File: src/rtl/multicycle_control_pkg.sv
// Shared constants and types for the multi-cycle MIPS main control unit.
// Opcodes, ALUOp codes, state encodings and the control word layout.
package multicycle_control_pkg;

    localparam logic [5:0] OP_RTYPE = 6'b000000;
    localparam logic [5:0] OP_LW    = 6'b100011;
    localparam logic [5:0] OP_SW    = 6'b101011;
    localparam logic [5:0] OP_BEQ   = 6'b000100;
    localparam logic [5:0] OP_J     = 6'b000010;
    localparam logic [5:0] OP_ADDI  = 6'b001000;

    localparam logic [1:0] ALUOP_ADD   = 2'b00;
    localparam logic [1:0] ALUOP_SUB   = 2'b01;
    localparam logic [1:0] ALUOP_FUNCT = 2'b10;

    localparam logic [1:0] SRCB_REG   = 2'b00;
    localparam logic [1:0] SRCB_FOUR  = 2'b01;
    localparam logic [1:0] SRCB_IMM   = 2'b10;
    localparam logic [1:0] SRCB_BOFFS = 2'b11;

    localparam logic [1:0] PCSRC_ALU  = 2'b00;
    localparam logic [1:0] PCSRC_OUT  = 2'b01;
    localparam logic [1:0] PCSRC_JUMP = 2'b10;

    typedef enum logic [3:0] {
        S_FETCH     = 4'd0,
        S_DECODE    = 4'd1,
        S_MEM_ADDR  = 4'd2,
        S_MEM_READ  = 4'd3,
        S_MEM_WB    = 4'd4,
        S_MEM_WRITE = 4'd5,
        S_EXECUTE   = 4'd6,
        S_R_WB      = 4'd7,
        S_BRANCH    = 4'd8,
        S_JUMP      = 4'd9,
        S_ADDI_EXEC = 4'd10,
        S_ADDI_WB   = 4'd11
    } state_t;

    typedef struct packed {
        logic       pc_write;
        logic       pc_write_cond;
        logic       iord;
        logic       mem_read;
        logic       mem_write;
        logic       ir_write;
        logic       mem_to_reg;
        logic       reg_dst;
        logic       reg_write;
        logic       alu_src_a;
        logic [1:0] alu_src_b;
        logic [1:0] alu_op;
        logic [1:0] pc_source;
        logic       instr_done;
    } ctrl_t;

    function automatic logic op_legal(input logic [5:0] op);
        return (op == OP_RTYPE) || (op == OP_LW) || (op == OP_SW) ||
               (op == OP_BEQ) || (op == OP_J) || (op == OP_ADDI);
    endfunction

endpackage

File: src/rtl/control_output_decode.sv
// Moore output map: turns the current control state into the datapath
// control word. Unused state codes yield an all-zero word.
module control_output_decode
    import multicycle_control_pkg::*;
(
    input  state_t state,
    output ctrl_t  ctrl
);

    always_comb begin
        ctrl = '0;
        case (state)
            S_FETCH: begin
                ctrl.mem_read  = 1'b1;
                ctrl.ir_write  = 1'b1;
                ctrl.pc_write  = 1'b1;
                ctrl.alu_src_b = SRCB_FOUR;
                ctrl.alu_op    = ALUOP_ADD;
                ctrl.pc_source = PCSRC_ALU;
            end
            S_DECODE: begin
                ctrl.alu_src_b = SRCB_BOFFS;
                ctrl.alu_op    = ALUOP_ADD;
            end
            S_MEM_ADDR: begin
                ctrl.alu_src_a = 1'b1;
                ctrl.alu_src_b = SRCB_IMM;
                ctrl.alu_op    = ALUOP_ADD;
            end
            S_MEM_READ: begin
                ctrl.mem_read = 1'b1;
                ctrl.iord     = 1'b1;
            end
            S_MEM_WB: begin
                ctrl.reg_write  = 1'b1;
                ctrl.mem_to_reg = 1'b1;
                ctrl.instr_done = 1'b1;
            end
            S_MEM_WRITE: begin
                ctrl.mem_write  = 1'b1;
                ctrl.iord       = 1'b1;
                ctrl.instr_done = 1'b1;
            end
            S_EXECUTE: begin
                ctrl.alu_src_a = 1'b1;
                ctrl.alu_src_b = SRCB_REG;
                ctrl.alu_op    = ALUOP_FUNCT;
            end
            S_R_WB: begin
                ctrl.reg_write  = 1'b1;
                ctrl.reg_dst    = 1'b1;
                ctrl.instr_done = 1'b1;
            end
            S_BRANCH: begin
                ctrl.alu_src_a     = 1'b1;
                ctrl.alu_src_b     = SRCB_REG;
                ctrl.alu_op        = ALUOP_SUB;
                ctrl.pc_write_cond = 1'b1;
                ctrl.pc_source     = PCSRC_OUT;
                ctrl.instr_done    = 1'b1;
            end
            S_JUMP: begin
                ctrl.pc_write   = 1'b1;
                ctrl.pc_source  = PCSRC_JUMP;
                ctrl.instr_done = 1'b1;
            end
            S_ADDI_EXEC: begin
                ctrl.alu_src_a = 1'b1;
                ctrl.alu_src_b = SRCB_IMM;
                ctrl.alu_op    = ALUOP_ADD;
            end
            S_ADDI_WB: begin
                ctrl.reg_write  = 1'b1;
                ctrl.instr_done = 1'b1;
            end
            default: ctrl = '0;
        endcase
    end

endmodule

File: src/rtl/multicycle_control.sv
// Main control FSM for the multi-cycle MIPS datapath: state register,
// next-state logic and reset gating of the decoded control word.
module multicycle_control
    import multicycle_control_pkg::*;
(
    input  logic       clk,
    input  logic       reset,
    input  logic [5:0] opcode,
    output logic       PCWrite,
    output logic       PCWriteCond,
    output logic       IorD,
    output logic       MemRead,
    output logic       MemWrite,
    output logic       IRWrite,
    output logic       MemtoReg,
    output logic       RegDst,
    output logic       RegWrite,
    output logic       ALUSrcA,
    output logic [1:0] ALUSrcB,
    output logic [1:0] ALUOp,
    output logic [1:0] PCSource,
    output logic       instr_done,
    output logic       illegal_op,
    output logic [3:0] state
);

    state_t cur;
    state_t nxt;
    ctrl_t  raw;
    ctrl_t  word;

    logic is_mem;
    logic is_rtype;
    logic is_beq;
    logic is_j;
    logic is_addi;

    assign is_mem   = (opcode == OP_LW) || (opcode == OP_SW);
    assign is_rtype = (opcode == OP_RTYPE);
    assign is_beq   = (opcode == OP_BEQ);
    assign is_j     = (opcode == OP_J);
    assign is_addi  = (opcode == OP_ADDI);

    always_comb begin
        nxt = S_FETCH;
        case (cur)
            S_FETCH: nxt = S_DECODE;
            S_DECODE: begin
                unique case (1'b1)
                    is_mem:   nxt = S_MEM_ADDR;
                    is_rtype: nxt = S_EXECUTE;
                    is_beq:   nxt = S_BRANCH;
                    is_j:     nxt = S_JUMP;
                    is_addi:  nxt = S_ADDI_EXEC;
                    default:  nxt = S_FETCH;
                endcase
            end
            // Only lw and sw reach here; anything but sw is treated as lw.
            S_MEM_ADDR:  nxt = (opcode == OP_SW) ? S_MEM_WRITE : S_MEM_READ;
            S_MEM_READ:  nxt = S_MEM_WB;
            S_EXECUTE:   nxt = S_R_WB;
            S_ADDI_EXEC: nxt = S_ADDI_WB;
            default:     nxt = S_FETCH;
        endcase
    end

    always_ff @(posedge clk) begin
        if (reset) begin
            cur <= S_FETCH;
        end else begin
            cur <= nxt;
        end
    end

    control_output_decode u_decode (
        .state (cur),
        .ctrl  (raw)
    );

    // Reset kills every enable in the same cycle so no partial write-back
    // can leak out of an interrupted instruction.
    assign word = reset ? '0 : raw;

    assign PCWrite     = word.pc_write;
    assign PCWriteCond = word.pc_write_cond;
    assign IorD        = word.iord;
    assign MemRead     = word.mem_read;
    assign MemWrite    = word.mem_write;
    assign IRWrite     = word.ir_write;
    assign MemtoReg    = word.mem_to_reg;
    assign RegDst      = word.reg_dst;
    assign RegWrite    = word.reg_write;
    assign ALUSrcA     = word.alu_src_a;
    assign ALUSrcB     = word.alu_src_b;
    assign ALUOp       = word.alu_op;
    assign PCSource    = word.pc_source;
    assign instr_done  = word.instr_done;

    assign illegal_op = !reset && (cur == S_DECODE) && !op_legal(opcode);
    assign state      = reset ? 4'd0 : cur;

endmodule

File: config.mk
export PLATFORM = sky130hd
export DESIGN_NAME = multicycle_control
export DESIGN_NICKNAME = d
export VERILOG_FILES = /design/src/rtl/multicycle_control_pkg.sv /design/src/rtl/control_output_decode.sv /design/src/rtl/multicycle_control.sv
export SDC_FILE = /design/constraint.sdc
export NUM_CORES = 1
export LEC_CHECK = 0
export CORE_MARGIN = 2
export CORE_UTILIZATION = 39
export DETAILED_ROUTE_END_ITERATION = 10
export PLACE_DENSITY = 0.81
export SYNTH_ARGS = -nofsm -noshare
export SYNTH_HDL_FRONTEND = slang
export SYNTH_SLANG_ARGS = --single-unit
File: constraint.sdc
create_clock -name clk -period 1.8 [get_ports clk]
set_clock_uncertainty 0.1 [all_clocks]
set_input_delay 0.54 -clock clk [delete_from_list [all_inputs] [get_ports clk]]
set_output_delay 0.54 -clock clk [all_outputs]
set_load 0.05 [all_outputs]
==> parameters.txt, run 1 <==
Parameter                              Value

Run status
  Outcome    stopped before the end
  Failing step    detailed placement (3_5_place_dp)
  First Error    [ERROR DPL-0038] Utilization greater than 100%, impossible to legalize

Logic synthesis
  Warnings, synthesis    0
  Count of cell types in the netlist    35
  Area of the mapped netlist    about 590 um2
  Synth Area in Compound Gates    0.208
  Synth area leaders    sky130_fd_sc_hd__dfxtp_1, sky130_fd_sc_hd__nor3_1, sky130_fd_sc_hd__xor2_1
  Synth Area in XOR/XNOR    0.0743
  Fraction of synthesized cell area taken by the top area cell type    0.136
  #FFs+latches synth    4
  Number of synthesized flops with an enable pin    0
  Simple-gate share of the synthesized area    0.471
  Adder-cell share of the synthesized area    0
  Mux share of post-synthesis cell area    0
  Biggest area consumer among synthesized cells    sky130_fd_sc_hd__dfxtp_1
  Synth Flop Type    sky130_fd_sc_hd__dfxtp_1
  Dominant combinational cell family by area after synthesis    simple AND/OR/NAND/NOR gates
  Net count after synthesis    92
  Proportion of synthesized flip-flops having asynchronous set or reset    0
  Share of synthesized area occupied by flip-flops and latches    0.136
  Post-Syn Instances    between 80 and 90
  Synthesized area divided by synthesized cell count    approximately 7 um2

Floorplanning
  Effective utilization at floorplan    0.405
  Chip Height    about 43 um
  Ports    30
  Site row count    14
  Die width    ~43 um

Placement
  I/O Buffers    29
  Placer Congestion    0.866
## per-stage QoR
step	TNS [ns]	instance area, um2
floorplan	-3.92	920
global placement	-4.05	1510
## cell families after synthesis
kind of cell / count (synthesis)
buf+inv: 12
xor+xnor: 5
flops: 4
simple gates: 48
compound gates: 15
## cells in the mapped netlist (3+ instances only)
library cell / number
sky130_fd_sc_hd__a21oi_1: 3
sky130_fd_sc_hd__buf_1: 3
sky130_fd_sc_hd__buf_2: 6
sky130_fd_sc_hd__dfxtp_1: 4
sky130_fd_sc_hd__nand2_1: 5
sky130_fd_sc_hd__nand2b_1: 3
sky130_fd_sc_hd__nor2_1: 5
sky130_fd_sc_hd__nor2b_1: 6
sky130_fd_sc_hd__nor3_1: 11
sky130_fd_sc_hd__nor4_1: 5
sky130_fd_sc_hd__xor2_1: 5
==> run 2, diff against run 1 <==
--- a/config.mk
+++ b/config.mk
@@ -5,10 +5,10 @@
 export SDC_FILE = /design/constraint.sdc
 export NUM_CORES = 1
 export LEC_CHECK = 0
-export CORE_MARGIN = 2
-export CORE_UTILIZATION = 39
+export CORE_AREA = 2 2 63 65
 export DETAILED_ROUTE_END_ITERATION = 10
-export PLACE_DENSITY = 0.81
+export DIE_AREA = 0 0 65 67
+export PLACE_DENSITY_LB_ADDON = 0.15
 export SYNTH_ARGS = -nofsm -noshare
 export SYNTH_HDL_FRONTEND = slang
 export SYNTH_SLANG_ARGS = --single-unit
==> parameters.txt, run 2 <==
Parameter                              Value

Logic synthesis
  Area of the mapped netlist    589 um2 (unchanged)
  Share of synthesized area occupied by flip-flops and latches    0.136 (unchanged)
  Post-Syn Instances    84 (unchanged)
  Net count after synthesis    92 (unchanged)
  Proportion of synthesized flip-flops having asynchronous set or reset    0 (unchanged)
  Synth area leaders    sky130_fd_sc_hd__dfxtp_1, sky130_fd_sc_hd__nor3_1, sky130_fd_sc_hd__xor2_1
  Most frequent cell after synthesis    sky130_fd_sc_hd__nor3_1
  Synth Flop Type    sky130_fd_sc_hd__dfxtp_1
  Number of synthesized flops with an enable pin    0 (unchanged)
  Most frequent cells after synthesis    sky130_fd_sc_hd__nor3_1, sky130_fd_sc_hd__buf_2, sky130_fd_sc_hd__nor2b_1
  Biggest area consumer among synthesized cells    sky130_fd_sc_hd__dfxtp_1
  Count of cell types in the netlist    35 (unchanged)
  #FFs+latches synth    4 (unchanged)
  Warnings, synthesis    0 (unchanged)
  Fraction of synthesized cell area taken by the top area cell type    0.136 (unchanged)
  Synthesized area divided by synthesized cell count    7.02 um2 (unchanged)

Placement
  Placer Congestion    0.783 (-9.6%)
  Pre-CTS setup slack    -0.766 ns
  I/O Buffers    29 (unchanged)
  DPL Wire Length    1990 um
  Placed insts    between 150 and 200

Global routing
  Largest net degree at the start of global routing    12
  Remaining Overflow, GRT    0
  Number of antenna violations at the first check in global routing    0
  Aggregate global-route resource usage    0.141
  First-pass GRT wire length    approximately 4600 um
  Number of global-route vias before repair    around 940

Critical path
  CP most frequent cell    sky130_fd_sc_hd__nor3b_4
  Slack of the worst reg-to-reg path    between 0.15 and 0.2 ns
  Stages on the worst setup path    5
  CP endpoint kind    primary output
  Register-to-Register Path Depth    6
  Worst path slowest cell    sky130_fd_sc_hd__a32o_2
  Worst flop-to-flop path endpoint    cur[1]
  Data required time at the worst endpoint    ~1.2 ns
  Buffer and inverter count on the worst path    2
  Kind of critical path    input pin to primary output
  Family with the most delay on the worst path    simple AND/OR/NAND/NOR gates
  Crit-path max FO    3
  Launching element type of the critical path    input pin
  Critical path, cell by cell    buf_8 > nor3b_4 > a32o_2 > nor3b_4 > buf_12
  Launch instance of the worst register-to-register path    cur[2]
  Arrival time at the worst endpoint    between 1 and 1.5 ns
  Maximum cell stage delay along the critical path    roughly 0.27 ns

Power
  Clk pwr share    0.301
  Power per cell area    between 300 and 400 mW/mm2
  Power Total    approximately 0.63 mW
  Reported net switching power    about 0.21 mW
  Part of the power in combinational logic    0.545
  Power share of the sequential group    0.155
  Leak pwr    0.831 nW
  Internal power    approximately 0.42 mW
  Worst vdd ir    about 0.15 mV
  Switching portion of total power    0.340

Layout
  Layout cells sized above 1    0.810
  Final cell count without fillers    roughly 200
  Commonest non-fill, non-tap cells in the layout    sky130_fd_sc_hd__buf_6, sky130_fd_sc_hd__buf_12, sky130_fd_sc_hd__buf_4
  Area grow syn2layout    251%
  Number of antenna repair diodes    0
  Nets    168
  Commonest non-fill, non-tap cell in the layout    sky130_fd_sc_hd__buf_6
  Most flops, register    cur
  Number of flip-flops in the largest register    4
  Number of filler cells placed in the layout    approximately 290
  Largest registers    cur: 4 flops

Run status
  Outcome    complete, but fails checks
  Failing checks    negative setup slack

Hold path
  Launch instance of the worst min-delay path    reset
  Worst Hold Endpoint    cur[1]
  Kind of path behind the tightest hold check    input pin to flop
  Hold Path Cell Cnt    3

Clocking
  Clock input transition at the sequential cells of the worst setup and hold paths    around 0.03 ns
  H-tree depth    1
  Library cell used as clock root buffer    sky130_fd_sc_hd__clkbuf_8
  TritonCTS clock tree    done
  Hold buffer count at CTS    0
  Number of buffers on the longest clock path    2
  Clock sink count    4
  Insertion delay to the later sink of the worst-skew pair    0.22 ns
  Number of buffers inserted during clock tree synthesis    3

STA
  Worst slew pin tran    0.319 ns
  Final count of pins violating max slew    0
  Maximum clock rate    between 400 and 500 MHz
  RSZ-0062 raised after global routing    yes
  Final critical-path share of the clock period    1.17
  Number of setup violations in the final report    22
  Minimum period implied by the final worst setup slack    2.10 ns
  Smallest setup slack after layout    -0.302 ns
  Worst slew slack as a fraction of its limit    0.787
  Number of hold violations in the final report    0

Detailed routing
  DR vias/cell    4.63
  Remaining number of nets flagged by the antenna check after routing    0
  Total detailed-routing wirelength    2910 um
  Wire per inst    around 14 um
  Number of violations reported at the end of detailed-routing iteration 0    36
  Remaining routing DRC violations    0
  Vias    about 950
  Initial DRT Pass Iterations    4

Floorplanning
  Core area    between 0.003 and 0.004 mm2
  Die width    65 um (+52%)
  Ports    30 (unchanged)
  Effective utilization at floorplan    0.163 (-0.242)
  Area of the die    0.00436 mm2
  Site row count    22 (+8)
  Chip Height    67 um (+56%)

Flow run
  Max-cap violations    0
==> run 2: metal layers <==
| metal | GRT usage | vias to the layer above | routed length, um |
|---|---|---|---|
| met1 | 0.183 | 471 | 1220 |
| li1 | - | 461 | - |
| met3 | 0.0118 | 2 | 96 |
| met2 | 0.236 | 20 | 1570 |
| met4 | 0.0638 | 0 | 22 |
| met5 | 0 | - | 0 |
==> run 2: tightest hold or removal path, cell delays in order <==
cell	delay, ns
sky130_fd_sc_hd__buf_12	0.12
sky130_fd_sc_hd__buf_4	0.15
sky130_fd_sc_hd__a311oi_2	0.04
==> run 2: final cells by class <==
class	instances	area (um2)	share of cell area
Timing Repair Buffer	83	1080	0.524
Multi-Input combinational cell	68	790	0.382
Sequential cell	4	92.6	0.0448
Tap cell	48	60.1	0.0291
Clock buffer	3	41.3	0.0200
==> run 2: logic make-up (layout without fill, tap and decap cells) <==
logic type,after synthesis,count (layout),synth area share
buf+inv,12,86,0.110
xor+xnor,5,5,0.0743
flops,4,4,0.136
compound gates,15,15,0.208
simple gates,48,48,0.471
==> run 2: how the worst max path moves through the flow <==
stage               from     endpoint  slack, ns
3_3_place_gp   opcode[2]   illegal_op      -0.71
4_1_cts        opcode[3]   illegal_op      -0.31
6_report       opcode[1]   illegal_op      -0.30
3_5_place_dp   opcode[2]   illegal_op      -0.77
2_1_floorplan      reset  PCSource[0]      -0.41
5_1_grt        opcode[1]   illegal_op      -0.31
==> run 2: timing repair <==
action | 4_1_cts | 5_1_grt
pin swaps | 14 | 7
cloned | 1 | 1
resized for setup | 90 | 16
endpoints found under the setup margin | 25 | 22
buffers inserted | 9 | 12
==> run 2: power by group through the flow <==
stage               combinational, mW  sequential [mW]  clock [mW]
CTS                             0.321           0.0985       0.191
global placement                0.262           0.0990           0
finish                          0.343           0.0974       0.190
global route                    0.360           0.0979       0.202
detailed placement              0.264           0.0990           0
floorplan                       0.157           0.0942           0
==> run 2: through the flow <==
step	setup TNS [ns]	utilization	area (um2)	hold slack (ns)
floorplan	-3.92	-	920	0.530
global placement	-5.34	0.428	1540	0.674
detailed placement	-5.80	0.428	1540	0.674
CTS	-3.39	0.533	1920	0.563
global route	-4.17	0.573	2070	0.579
finish	-3.25	0.573	2070	0.573
(Power assumes the default switching activity.)
==> run 3, diff against run 2 <==
--- a/config.mk
+++ b/config.mk
@@ -6,6 +6,7 @@
 export NUM_CORES = 1
 export LEC_CHECK = 0
 export CORE_AREA = 2 2 63 65
+export CTS_CLUSTER_SIZE = 10
 export DETAILED_ROUTE_END_ITERATION = 10
 export DIE_AREA = 0 0 65 67
 export PLACE_DENSITY_LB_ADDON = 0.15
==> results of run 3 <==
Final layout, timing and power as in run 2 (identical DEF).
==> run 4, diff against run 3 <==
--- a/config.mk
+++ b/config.mk
@@ -5,10 +5,10 @@
 export SDC_FILE = /design/constraint.sdc
 export NUM_CORES = 1
 export LEC_CHECK = 0
-export CORE_AREA = 2 2 63 65
+export CORE_AREA = 3 3 64 66
 export CTS_CLUSTER_SIZE = 10
 export DETAILED_ROUTE_END_ITERATION = 10
-export DIE_AREA = 0 0 65 67
+export DIE_AREA = 0 0 67 69
 export PLACE_DENSITY_LB_ADDON = 0.15
 export SYNTH_ARGS = -nofsm -noshare
 export SYNTH_HDL_FRONTEND = slang
==> constraint.sdc (replaced) <==
create_clock -name clk -period 2.55 [get_ports clk]
set_clock_uncertainty 0.1 [all_clocks]
set_input_delay 0.765 -clock clk [delete_from_list [all_inputs] [get_ports clk]]
set_output_delay 0.765 -clock clk [all_outputs]
set_load 0.05 [all_outputs]
==> parameters.txt, run 4 (synthesized netlist as in run 2, its figures left out) <==
Parameter                              Value

Critical path
  CP endpoint kind    primary output
  Arrival time at the worst endpoint    1.66 ns (+0.20 ns)
  Maximum cell stage delay along the critical path    0.26 ns (about the same)
  Launching element type of the critical path    input pin
  Kind of critical path    input pin to primary output
  Family with the most delay on the worst path    simple AND/OR/NAND/NOR gates
  Crit-path max FO    5 (+2)
  Critical path, cell by cell    buf_8 > nor3b_4 > a32o_2 > nor3b_4 > buf_12
  Worst path slowest cell    sky130_fd_sc_hd__a32o_2
  Data required time at the worst endpoint    1.69 ns (+0.53 ns)
  Buffer and inverter count on the worst path    2 (unchanged)
  CP most frequent cell    sky130_fd_sc_hd__nor3b_4

Layout
  Layout cells sized above 1    0.619 (-0.191)
  Area of the multi-input gates    587 um2 (-26%)
  Area grow syn2layout    154%
  Commonest non-fill, non-tap cell in the layout    sky130_fd_sc_hd__buf_4
  Nets    144 (-14%)
  Largest registers    cur: 4 flops
  Area of all sequential standard cells    80.1 um2 (-14%)
  Final cell count without fillers    182 (-12%)
  Number of filler cells placed in the layout    358 (+26%)
  Commonest non-fill, non-tap cells in the layout    sky130_fd_sc_hd__buf_4, sky130_fd_sc_hd__buf_12, sky130_fd_sc_hd__nor3_1
  Number of flip-flops in the largest register    4 (unchanged)
  Number of antenna repair diodes    0 (unchanged)
  Most flops, register    cur

Placement
  Placed insts    177 (-2.2%)
  Pre-CTS setup slack    -0.421 ns (+0.345 ns)
  Placer Congestion    0.738 (-5.7%)
  I/O Buffers    29 (unchanged)
  DPL Wire Length    1850 um (-7.1%)

Hold path
  Kind of path behind the tightest hold check    flop to flop

Global routing
  Largest net degree at the start of global routing    16 (+4)
  Number of global-route vias before repair    835 (-11%)
  First-pass GRT wire length    3910 um (-15%)
  Number of antenna violations at the first check in global routing    0 (unchanged)
  Aggregate global-route resource usage    0.104 (-0.0369)
  Remaining Overflow, GRT    0 (unchanged)

Power
  Power share of the sequential group    0.186 (+0.031)
  Power per cell area    248 mW/mm2 (-19%)
  Clk pwr share    0.353 (+0.052)
  Part of the power in combinational logic    0.460 (-0.085)
  Internal power    0.250 mW (-40%)
  Reported net switching power    0.122 mW (-43%)
  Switching portion of total power    0.328 (-0.0121)
  Leak pwr    0.612 nW (-26%)
  Power Total    0.372 mW (-41%)
  Worst vdd ir    0.0783 mV (-48%)

STA
  Smallest setup slack after layout    0.0285 ns (+0.331 ns)
  Final count of pins violating max slew    0 (unchanged)
  RSZ-0062 raised after global routing    yes
  Number of setup violations in the final report    0 (-100%)
  Final critical-path share of the clock period    0.989
  Tightest hold margin    0.681 ns (+0.108 ns)
  Maximum clock rate    397 MHz
  Worst slew pin tran    0.357 ns (+0.0378 ns)
  Worst slew slack as a fraction of its limit    0.761 (-0.0261)
  Minimum period implied by the final worst setup slack    about 2.5 ns
  Number of hold violations in the final report    0 (unchanged)

Detailed routing
  Number of violations reported at the end of detailed-routing iteration 0    19 (-47%)
  Wire per inst    12.6 um (-11%)
  DR vias/cell    4.41 (-4.7%)
  Vias    803 (-16%)
  Total detailed-routing wirelength    2290 um (-21%)
  Remaining number of nets flagged by the antenna check after routing    0 (unchanged)
  Initial DRT Pass Iterations    4 (unchanged)
  Remaining routing DRC violations    0 (unchanged)

Clocking
  Clock sink count    4 (unchanged)
  Insertion delay to the later sink of the worst-skew pair    0.21 ns (about the same)
  Library cell used as clock root buffer    sky130_fd_sc_hd__clkbuf_8
  Number of buffers inserted during clock tree synthesis    3 (unchanged)
  H-tree depth    1 (unchanged)
  Clock input transition at the sequential cells of the worst setup and hold paths    0.03 ns (about the same)
  TritonCTS clock tree    done
  Number of buffers on the longest clock path    2 (unchanged)

Floorplanning
  Chip Height    69 um (+3.0%)
  Effective utilization at floorplan    0.162 (-0.00124)
  Die width    67 um (+3.1%)
  Ports    30 (unchanged)
  Core area    0.00363 mm2 (+0.76%)
  Site row count    22 (unchanged)
  Area of the die    0.00462 mm2 (+6.2%)

Flow run
  Max-cap violations    0 (unchanged)

Run status
  Outcome    completed
-- run 4: cell count changes in the layout (fill, tap and decap cells not counted), moves of 4 or more --
cell                      previous run  this run
sky130_fd_sc_hd__buf_6              27         2
sky130_fd_sc_hd__buf_4              22        29
sky130_fd_sc_hd__nor3_4              7         1
sky130_fd_sc_hd__buf_8               7         2
sky130_fd_sc_hd__dfxtp_1             0         4
sky130_fd_sc_hd__nor2b_4             5         1
sky130_fd_sc_hd__nor3_1              4         8
-- run 4: worst paths after layout --
path	start	to	slack, ns	cells past startpoint
worst min register to register	cur[2]	cur[0]	0.68	3
worst max-delay path	opcode[1]	illegal_op	0.03	5
worst min-delay path	cur[2]	cur[0]	0.68	3
worst max register to register	cur[0]	cur[1]	0.87	4
-- run 4: per-stage QoR --
stage	utilization	area (um2)	setup TNS [ns]
floorplan	-	738	-2.62
global placement	0.395	1430	-7.64
detailed placement	0.395	1430	-7.41
CTS	0.408	1480	-0.0365
global route	0.413	1500	-0.00399
finish	0.413	1500	0
-- run 4: power by group through the flow --
stage               Sequential (mW)  Combinational, mW  Clock, mW
global route                 0.0699              0.181      0.139
floorplan                    0.0660             0.0902          0
CTS                          0.0694              0.169      0.137
detailed placement           0.0701              0.169          0
finish                       0.0694              0.171      0.132
global placement             0.0704              0.168          0
-- run 4: area by class of cell --
cell class | count | share of cell area
tap | 48 | 0.0401
clock buffer | 3 | 0.0275
multi-input combinational | 68 | 0.391
sequential | 4 | 0.0534
timing repair buffer | 59 | 0.487
-- run 4: timing repair --
action | 4_1_cts | 5_1_grt
pin swaps | 4 | 3
resized for setup | 30 | 11
setup endpoints to repair | 22 | 2
setup buffers | 1 | 1
hold buffers | 0 | 0
-- run 4: worst register-to-register path, delay by kind of cell (launching register included) --
family | cells | cell delay, ns
simple gates | 1 | 0.28
flops | 1 | 0.48
compound gates | 2 | 0.46
buf+inv | 1 | 0.27
-- run 4: per-layer routing --
layer,track usage,vias to the layer above,wire (um)
li1,-,411,-
met1,0.152,369,1040
met2,0.156,23,1140
met3,0.0147,0,107
met4,0.0270,0,0
met5,0,-,0
